===== src/rtl/pulse_period_ms.sv =====
// ---------------------------------------------------------------------------
// pulse_period_ms
//
// Measures the time between consecutive rising edges of an asynchronous
// pulse and reports it in whole milliseconds. A prescaler divides clk into
// 1 ms ticks, an elapsed counter accumulates ticks between edges, and a
// two-state FSM (ARM / MEASURE) captures the count on every edge after the
// first. Overflow beyond MAX_MS either clamps or wraps, selected by SATURATE.
//
// Parameters:
//   CYCLES_PER_MS  clk cycles per millisecond (>= 2)
//   MS_BITS        width of the ms output
//   MAX_MS         largest reportable value (< 2**MS_BITS)
//   SATURATE       1: clamp at MAX_MS, 0: wrap modulo MAX_MS+1
//
// Ports:
//   clk       in   single clock, rising edge
//   reset     in   synchronous, active-high reset
//   pulse_in  in   asynchronous pulse; rising edges delimit a period
//   latch     in   1 holds ms / valid / overflow
//   ms        out  last measured period in ms
//   valid     out  at least one full period has been measured
//   overflow  out  last period exceeded MAX_MS
// ---------------------------------------------------------------------------
module pulse_period_ms #(
    parameter int CYCLES_PER_MS = 50000,
    parameter int MS_BITS       = 11,
    parameter int MAX_MS        = 1999,
    parameter bit SATURATE      = 1'b1
) (
    input  logic               clk,
    input  logic               reset,
    input  logic               pulse_in,
    input  logic               latch,
    output logic [MS_BITS-1:0] ms,
    output logic               valid,
    output logic               overflow
);

    localparam int PW = (CYCLES_PER_MS > 2) ? $clog2(CYCLES_PER_MS) : 1;
    localparam logic [PW-1:0]      PRESC_LAST = PW'(CYCLES_PER_MS - 1);
    localparam logic [MS_BITS-1:0] MS_LAST    = MS_BITS'(MAX_MS);

    typedef enum logic {
        ARM,
        MEASURE
    } state_t;

    state_t             state;
    logic               sync1, sync2, sync3;
    logic [PW-1:0]      presc;
    logic [MS_BITS-1:0] elapsed;
    logic               ovf;
    logic [MS_BITS-1:0] res_ms;
    logic               res_valid;
    logic               res_ovf;

    logic               pulse_edge;
    logic               tick;
    logic [MS_BITS-1:0] elapsed_next;
    logic               ovf_next;

    // sync3 is one cycle behind sync2, so this is a one-cycle rising-edge strobe.
    assign pulse_edge = sync2 & ~sync3;
    assign tick       = (presc == PRESC_LAST);

    // Elapsed count after applying this cycle's tick. Used both for normal
    // counting and for the capture, so a tick coinciding with an edge lands
    // in the captured value and is not carried into the next period.
    always_comb begin
        // NOTE: defaults first so every path assigns every output; otherwise
        // a latch is inferred for the paths that leave them untouched.
        elapsed_next = elapsed;
        ovf_next     = ovf;
        if (tick) begin
            if (elapsed == MS_LAST) begin
                ovf_next     = 1'b1;
                elapsed_next = SATURATE ? MS_LAST : '0;
            end else begin
                elapsed_next = elapsed + MS_BITS'(1);
            end
        end
    end

    // NOTE: all state updates use non-blocking assignments so every register
    // samples the pre-edge values; blocking here would chain the synchronizer
    // stages into one and reorder reads against writes.
    always_ff @(posedge clk) begin
        if (reset) begin
            state     <= ARM;
            sync1     <= 1'b0;
            sync2     <= 1'b0;
            sync3     <= 1'b0;
            presc     <= '0;
            elapsed   <= '0;
            ovf       <= 1'b0;
            res_ms    <= '0;
            res_valid <= 1'b0;
            res_ovf   <= 1'b0;
            ms        <= '0;
            valid     <= 1'b0;
            overflow  <= 1'b0;
        end else begin
            sync1 <= pulse_in;
            sync2 <= sync1;
            sync3 <= sync2;

            // Measurement keeps running while latched; release shows the
            // most recent result.
            if (!latch) begin
                ms       <= res_ms;
                valid    <= res_valid;
                overflow <= res_ovf;
            end

            case (state)
                ARM: begin
                    // First edge only starts the clock; nothing is captured.
                    if (pulse_edge) begin
                        presc   <= '0;
                        elapsed <= '0;
                        ovf     <= 1'b0;
                        state   <= MEASURE;
                    end
                end
                MEASURE: begin
                    if (pulse_edge) begin
                        res_ms    <= elapsed_next;
                        res_ovf   <= ovf_next;
                        res_valid <= 1'b1;
                        presc     <= '0;
                        elapsed   <= '0;
                        ovf       <= 1'b0;
                    end else begin
                        presc   <= tick ? '0 : presc + PW'(1);
                        elapsed <= elapsed_next;
                        ovf     <= ovf_next;
                    end
                end
                default: state <= ARM;
            endcase
        end
    end

endmodule


===== config.mk =====
export PLATFORM = sky130hd
export DESIGN_NAME = pulse_period_ms
export DESIGN_NICKNAME = d
export VERILOG_FILES = /design/src/rtl/pulse_period_ms.sv
export SDC_FILE = /design/constraint.sdc
export NUM_CORES = 1
export LEC_CHECK = 0
export BUFFER_PORTS_ARGS = -buffer_cell sky130_fd_sc_hd__buf_4
export CAP_MARGIN = 0
export CORE_ASPECT_RATIO = 1.1
export CORE_MARGIN = 2
export CORE_UTILIZATION = 56
export CTS_BUF_LIST = sky130_fd_sc_hd__clkbuf_8
export DETAILED_ROUTE_END_ITERATION = 10
export GPL_TIMING_DRIVEN = 0
export PLACE_DENSITY = 0.82
export SYNTH_ARGS = -nofsm -noshare
export SYNTH_HDL_FRONTEND = slang
export SYNTH_SLANG_ARGS = --single-unit

===== constraint.sdc =====
create_clock -name clk -period 2.1 [get_ports clk]
set_input_delay 0 -clock clk [delete_from_list [all_inputs] [get_ports clk]]
set_output_delay 0 -clock clk [all_outputs]
set_load 0.005 [all_outputs]

# Word-level counts from Yosys, hierarchy flattened
# Cells that the tools add are included.
[word_totals] output_inout_bits=13 in_bits=4 elab_cells=38 regBits=58
[classes] n_eq_ne=3 n_mux=16 add_sub_neg=2 bitwise_logic=3 reduce_logical=1
[ops] cell="$mux W16" count=3
[ops] cell="$mux W11" count=4
[ops] cell="$pmux W16 S2" count=1
[ops] cell="$pmux W11 S2" count=1
[ops] cell="$add A16 B1 Y16 const B" count=1
[ops] cell="$eq A16 B16 Y1 const B" count=1
[ops] cell="$add A11 B1 Y11 const B" count=1
[ops] cell="$eq A11 B11 Y1 const B" count=1
[ops] cell="$mux W1" count=6
[ops] cell="$ne A2 B2 Y1 const B" count=1
[ops] cell="$not A1 Y1" count=2
[ops] cell="$pmux W1 S2" count=1
[ops] cell="$reduce_and A2 Y1" count=1
[ops] cell="$and A1 B1 Y1" count=1

# Depth between registers and ports, before layout
[logic_depth] ltp_word=5 ltp_mapped=8 ltp_nobuf=6

# Worst setup path after synthesis
# Ideal clock, no wire load.
[synth_path] path_type="register to register" start="register presc[11]" end="register presc[13]" required_ps=1978 slack_ps=-137 t_arrival_ps=2116 stages_incl_launch_ff=6 period_less_slack_ps=2237 setup_time_ps=122 path_cell_list="dfxtp_1 > or4b_4 > o41ai_2 > nor2_2 > buf_2 > a221o_1"
[synth_between] elab_chain_len=4 word_cells_on_any_way=5 classes_between="1 x add/sub; 1 x eq/ne; 3 x mux"
[synth_lines] item="start: declaration" line="51" text="logic [PW-1:0] presc;"
[synth_lines] item="start signal: assignment" line="135" text="presc <= tick ? '0 : presc + PW'(1);"
[synth_lines] item="$add A16 B1 Y16 / $eq A16 B16 Y1 (equally long branches)" line="135, 65"
[synth_lines] item="$mux W16 *" line="135"
[synth_lines] item="$mux W16 *" line="127" text="if (pulse_edge) begin"
[synth_lines] item="$pmux W16 S2 *" line="116" text="case (state)"
# Mark *: on every way between the ends. The rest lies on a longest branch, timed or not.
# A chain may end at the register's enable or synchronous reset.

# Worst setup path in the final report
[layout_path] start="register presc[11]" end="register elapsed[3]"
[layout_between] elab_chain_len=4
[layout_lines] item="$eq A16 B16 Y1" line="65" text="assign tick = (presc == PRESC_LAST);"
[layout_lines] item="$mux W11" line="75" text="if (tick) begin"
[layout_lines] item="$mux W11" line="127"
[layout_lines] item="$pmux W11 S2" line="116"
[layout_lines] item="end signal: assignment" line="136" text="elapsed <= elapsed_next;"
[layout_lines] item="end: declaration" line="52" text="logic [MS_BITS-1:0] elapsed;"
# No other way between the ends.

==> flow_metrics.env <==
export IMPL_drv_slew=0
export IMPL_cts_buffer_depth=2
export IMPL_final_hold_viol_count=0
export IMPL_synth_area_per_cell_um2=8.72
export IMPL_yosys_warnings=0
export IMPL_grt_max_degree=11
export IMPL_via_per_inst=5.84
export IMPL_leakagePower_nw=1.19
export IMPL_routed_wirelength_um=5880
export IMPL_ctsHtreeMaxLevel=3
export IMPL_core_mm2=0.00462
export IMPL_drc_errors=0
export IMPL_fin_ws_ns=-0.0999
export IMPL_yosysMostFrequentCell="dfxtp_1"
export IMPL_synth_top_cell_area_share_pct=43.7
export IMPL_rows=26
export IMPL_violations="negative setup slack"
export IMPL_first_iter_violations=115
export IMPL_clkSlewWorstSetupHoldPaths_ns=0.07
export IMPL_antenna_found_initial=0
export IMPL_fin_skew_ns=0.00633
export IMPL_clock_sinks=58
export IMPL_grt_pass1_vias=2207
export IMPL_power_total_mw=2.34
export IMPL_synth_area_leader_cell="dfxtp_1"
export IMPL_vias=2320
export IMPL_power_density_mw_per_mm2=726
export IMPL_track_usage_pct=23.3
export IMPL_rr_startpoint="presc[11]$_SDFFE_PP0P_"
export IMPL_grt_overflow_total=0
export IMPL_peakVddDrop_mv=0.541
export IMPL_die_w_um=69.7
export IMPL_synth_main_ff_cell="dfxtp_1"
export IMPL_finalCritPeriodShare_pct=105
export IMPL_die_h_um=76.3
export IMPL_wl_per_cell_um=14.8
export IMPL_min_path_type="in -> reg"
export IMPL_cts_root_buf="clkbuf_8"
export IMPL_layout_min_cycle_time_ns=2.20
export IMPL_drt_antenna_violating_nets=0
export IMPL_synth_distinct_cells=44
export IMPL_gp_congestion=0.867
export IMPL_synth_common_cells="dfxtp_1 (58), nor2_1 (51), nand2_1 (20), a21oi_1 (16), clkbuf_1 (15)"
export IMPL_initial_core_util_pct=57.6
export IMPL_worst_ep_required_time_ns=2.35
export IMPL_status="complete, but fails checks"
export IMPL_postSynthNetCount=311
export IMPL_synth_area_leaders="dfxtp_1 (44%), nor2_1 (7.2%), mux2i_1 (5.3%)"
export IMPL_layout_drive_gt1_share_pct=19.6
export IMPL_crit_path_start_kind="register"
export IMPL_max_freq_ghz=0.455
export IMPL_cts_tree="built"
export IMPL_diodes=0
export IMPL_place_area_mm2=0.00287
export IMPL_cp_end_kind="register"
export IMPL_critPathKind="reg -> reg"
export IMPL_area_growth_pct=21.3
export IMPL_nets=342
export IMPL_synth_edf_count=0
export IMPL_async_reset_ff_share_pct=0
export IMPL_min_delay_start="latch"
export IMPL_yosysSeqAreaShare_pct=43.7
export IMPL_maxSlewHeadroom_pct=46.0
export IMPL_slowest_stage="or4b_4"
export IMPL_worstPathCellList="or4b_4 > or4_4 > buf_8 > buf_8 > nor3_4 > nor2_1 > a211oi_1"
export IMPL_r2r_setup_slack_ns=-0.1
export IMPL_boundaryPins=17
export IMPL_min_to="overflow$_SDFFE_PP0N_"
export IMPL_cts_inserted_buffers=9
export IMPL_worstReg2RegEnd="elapsed[3]$_SDFFE_PP0P_"
export IMPL_hpwlAfterDp_um=3980
export IMPL_synth_seq_cells=58
export IMPL_rsz0062_at_grt="true"
export IMPL_io_buffers=14
export IMPL_clock_latency_ns=0.34
export IMPL_synthesis_area_mm2=0.00266
export IMPL_syn_inst=305
export IMPL_cpPeakStageDelay_ns=0.58
export IMPL_setup_viol=14
export IMPL_crit_top_cell="buf_8"
export IMPL_worstPathArrival_ns=2.45
export IMPL_dieArea_mm2=0.00532
export IMPL_cap_violations=0
export IMPL_reg2reg_depth=7
export IMPL_worstHoldPathCells=3
export IMPL_design_area_mm2=0.00323
export IMPL_drt_pass1_iter_count=4
export IMPL_cp_max_fo=10
export IMPL_grt_pass1_wl_um=10000
export IMPL_worst_slew_pin_slew_ns=0.810
-- worst max path at each step --
stage / from / end / slack, ns
final: presc[11]$_SDFFE_PP0P_ / elapsed[3]$_SDFFE_PP0P_ / -0.1
after global routing: presc[11]$_SDFFE_PP0P_ / res_ms[7]$_SDFFE_PP0P_ / -0.18
after CTS: presc[12]$_SDFFE_PP0P_ / elapsed[1]$_SDFFE_PP0P_ / -0.13
after detailed placement: presc[12]$_SDFFE_PP0P_ / presc[13]$_SDFFE_PP0P_ / -0.25
after global placement: presc[11]$_SDFFE_PP0P_ / presc[13]$_SDFFE_PP0P_ / -0.19
after floorplan: presc[12]$_SDFFE_PP0P_ / elapsed[10]$_SDFFE_PP0P_ / -0.004
-- flip-flops by register name (all words and copies together) (netlist names), 11 cells and up --
name     flops
elapsed     11
ms          11
presc       16
res_ms      11
-- worst max-delay path, delay by kind of cell, from the launching register on --
kind | cells | cell delay, ns
AOI/OAI and AO/OA | 1 | 0.21
buffers and inverters | 2 | 0.32
and+or+nand+nor | 4 | 1.24
DFF | 1 | 0.35
-- metal layers --
layer	track usage [%]	wire length [um]	vias up
li1	-	-	1164
met1	27.2	2530	1087
met2	40.6	2970	56
met3	4.89	267	13
met4	10.8	106	0
met5	0	0	-
-- timing repair --
item | 4_1_cts | 5_1_grt
gates resized for setup | 8 | 15
endpoints found under the setup margin | 33 | 32
pin swaps | 3 | 7
hold endpoints to repair | 1 | 0
setup buffers | 2 | 3
hold buffers | 1 | 0
-- cell families (layout without fill, tap and decap cells) --
group / Yosys count / count (layout) / synth area share, %
AO/OA/AOI/OAI: 60 / 60 / 15.6
XOR/XNOR: 13 / 13 / 4.28
adder cells (fa/ha/maj): 2 / 2 / 0.941
buffers and inverters: 27 / 63 / 4.42
flip-flops: 58 / 58 / 43.7
multiplexers: 14 / 14 / 5.27
AND/OR/NAND/NOR: 131 / 131 / 25.8
-- stage by stage --
step	std cells	hold WS [ns]	util (%)	setup TNS, ns	setup WS, ns
after floorplan	305	0.128	-	-0.0120	-0.00406
after global placement	375	0.213	62.2	-1.48	-0.193
after detailed placement	375	0.229	62.2	-2.51	-0.250
after CTS	394	0.0374	68.2	-1.30	-0.128
after global routing	397	0.0856	69.8	-2.53	-0.185
final	397	0.0469	69.8	-0.917	-0.0999
-- power breakdown --
part | total (mW) | switching, mW | internal (mW)
registers | 1.12 | 0.00767 | 1.11
logic | 0.0962 | 0.0639 | 0.0323
clock network | 1.13 | 0.434 | 0.691
total | 2.34 | 0.506 | 1.83
-- layout by cell type (no fill, tap or decap), types with 5 or more instances in the layout --
| cell type | Yosys | layout |
|---|---|---|
| inv_1 | 8 | 9 |
| mux2i_1 | 14 | 14 |
| clkbuf_8 | 0 | 10 |
| nor3_1 | 7 | 6 |
| dfxtp_1 | 58 | 56 |
| nand2_1 | 20 | 20 |
| xnor2_1 | 12 | 12 |
| a211oi_1 | 8 | 8 |
| nor2_1 | 51 | 48 |
| a21oi_1 | 16 | 16 |
| a311oi_1 | 6 | 6 |
| buf_4 | 0 | 19 |
| nand3_1 | 12 | 11 |
| a31oi_1 | 7 | 7 |
| nand4_1 | 5 | 5 |
| o21ai_0 | 9 | 9 |
| clkbuf_1 | 15 | 12 |
-- cell type report --
cell class              count  area (um2)
clock buffers              10         138
multi-input cells         220        1490
well taps                  56        70.1
plain buffers              19        98.8
inverters                   8        30.0
flip-flops and latches     58        1160
clock inverters             6        81.3
repair buffers             20         153
fillers                   358        1390
No activity file was read; power rests on OpenSTA's default activity.
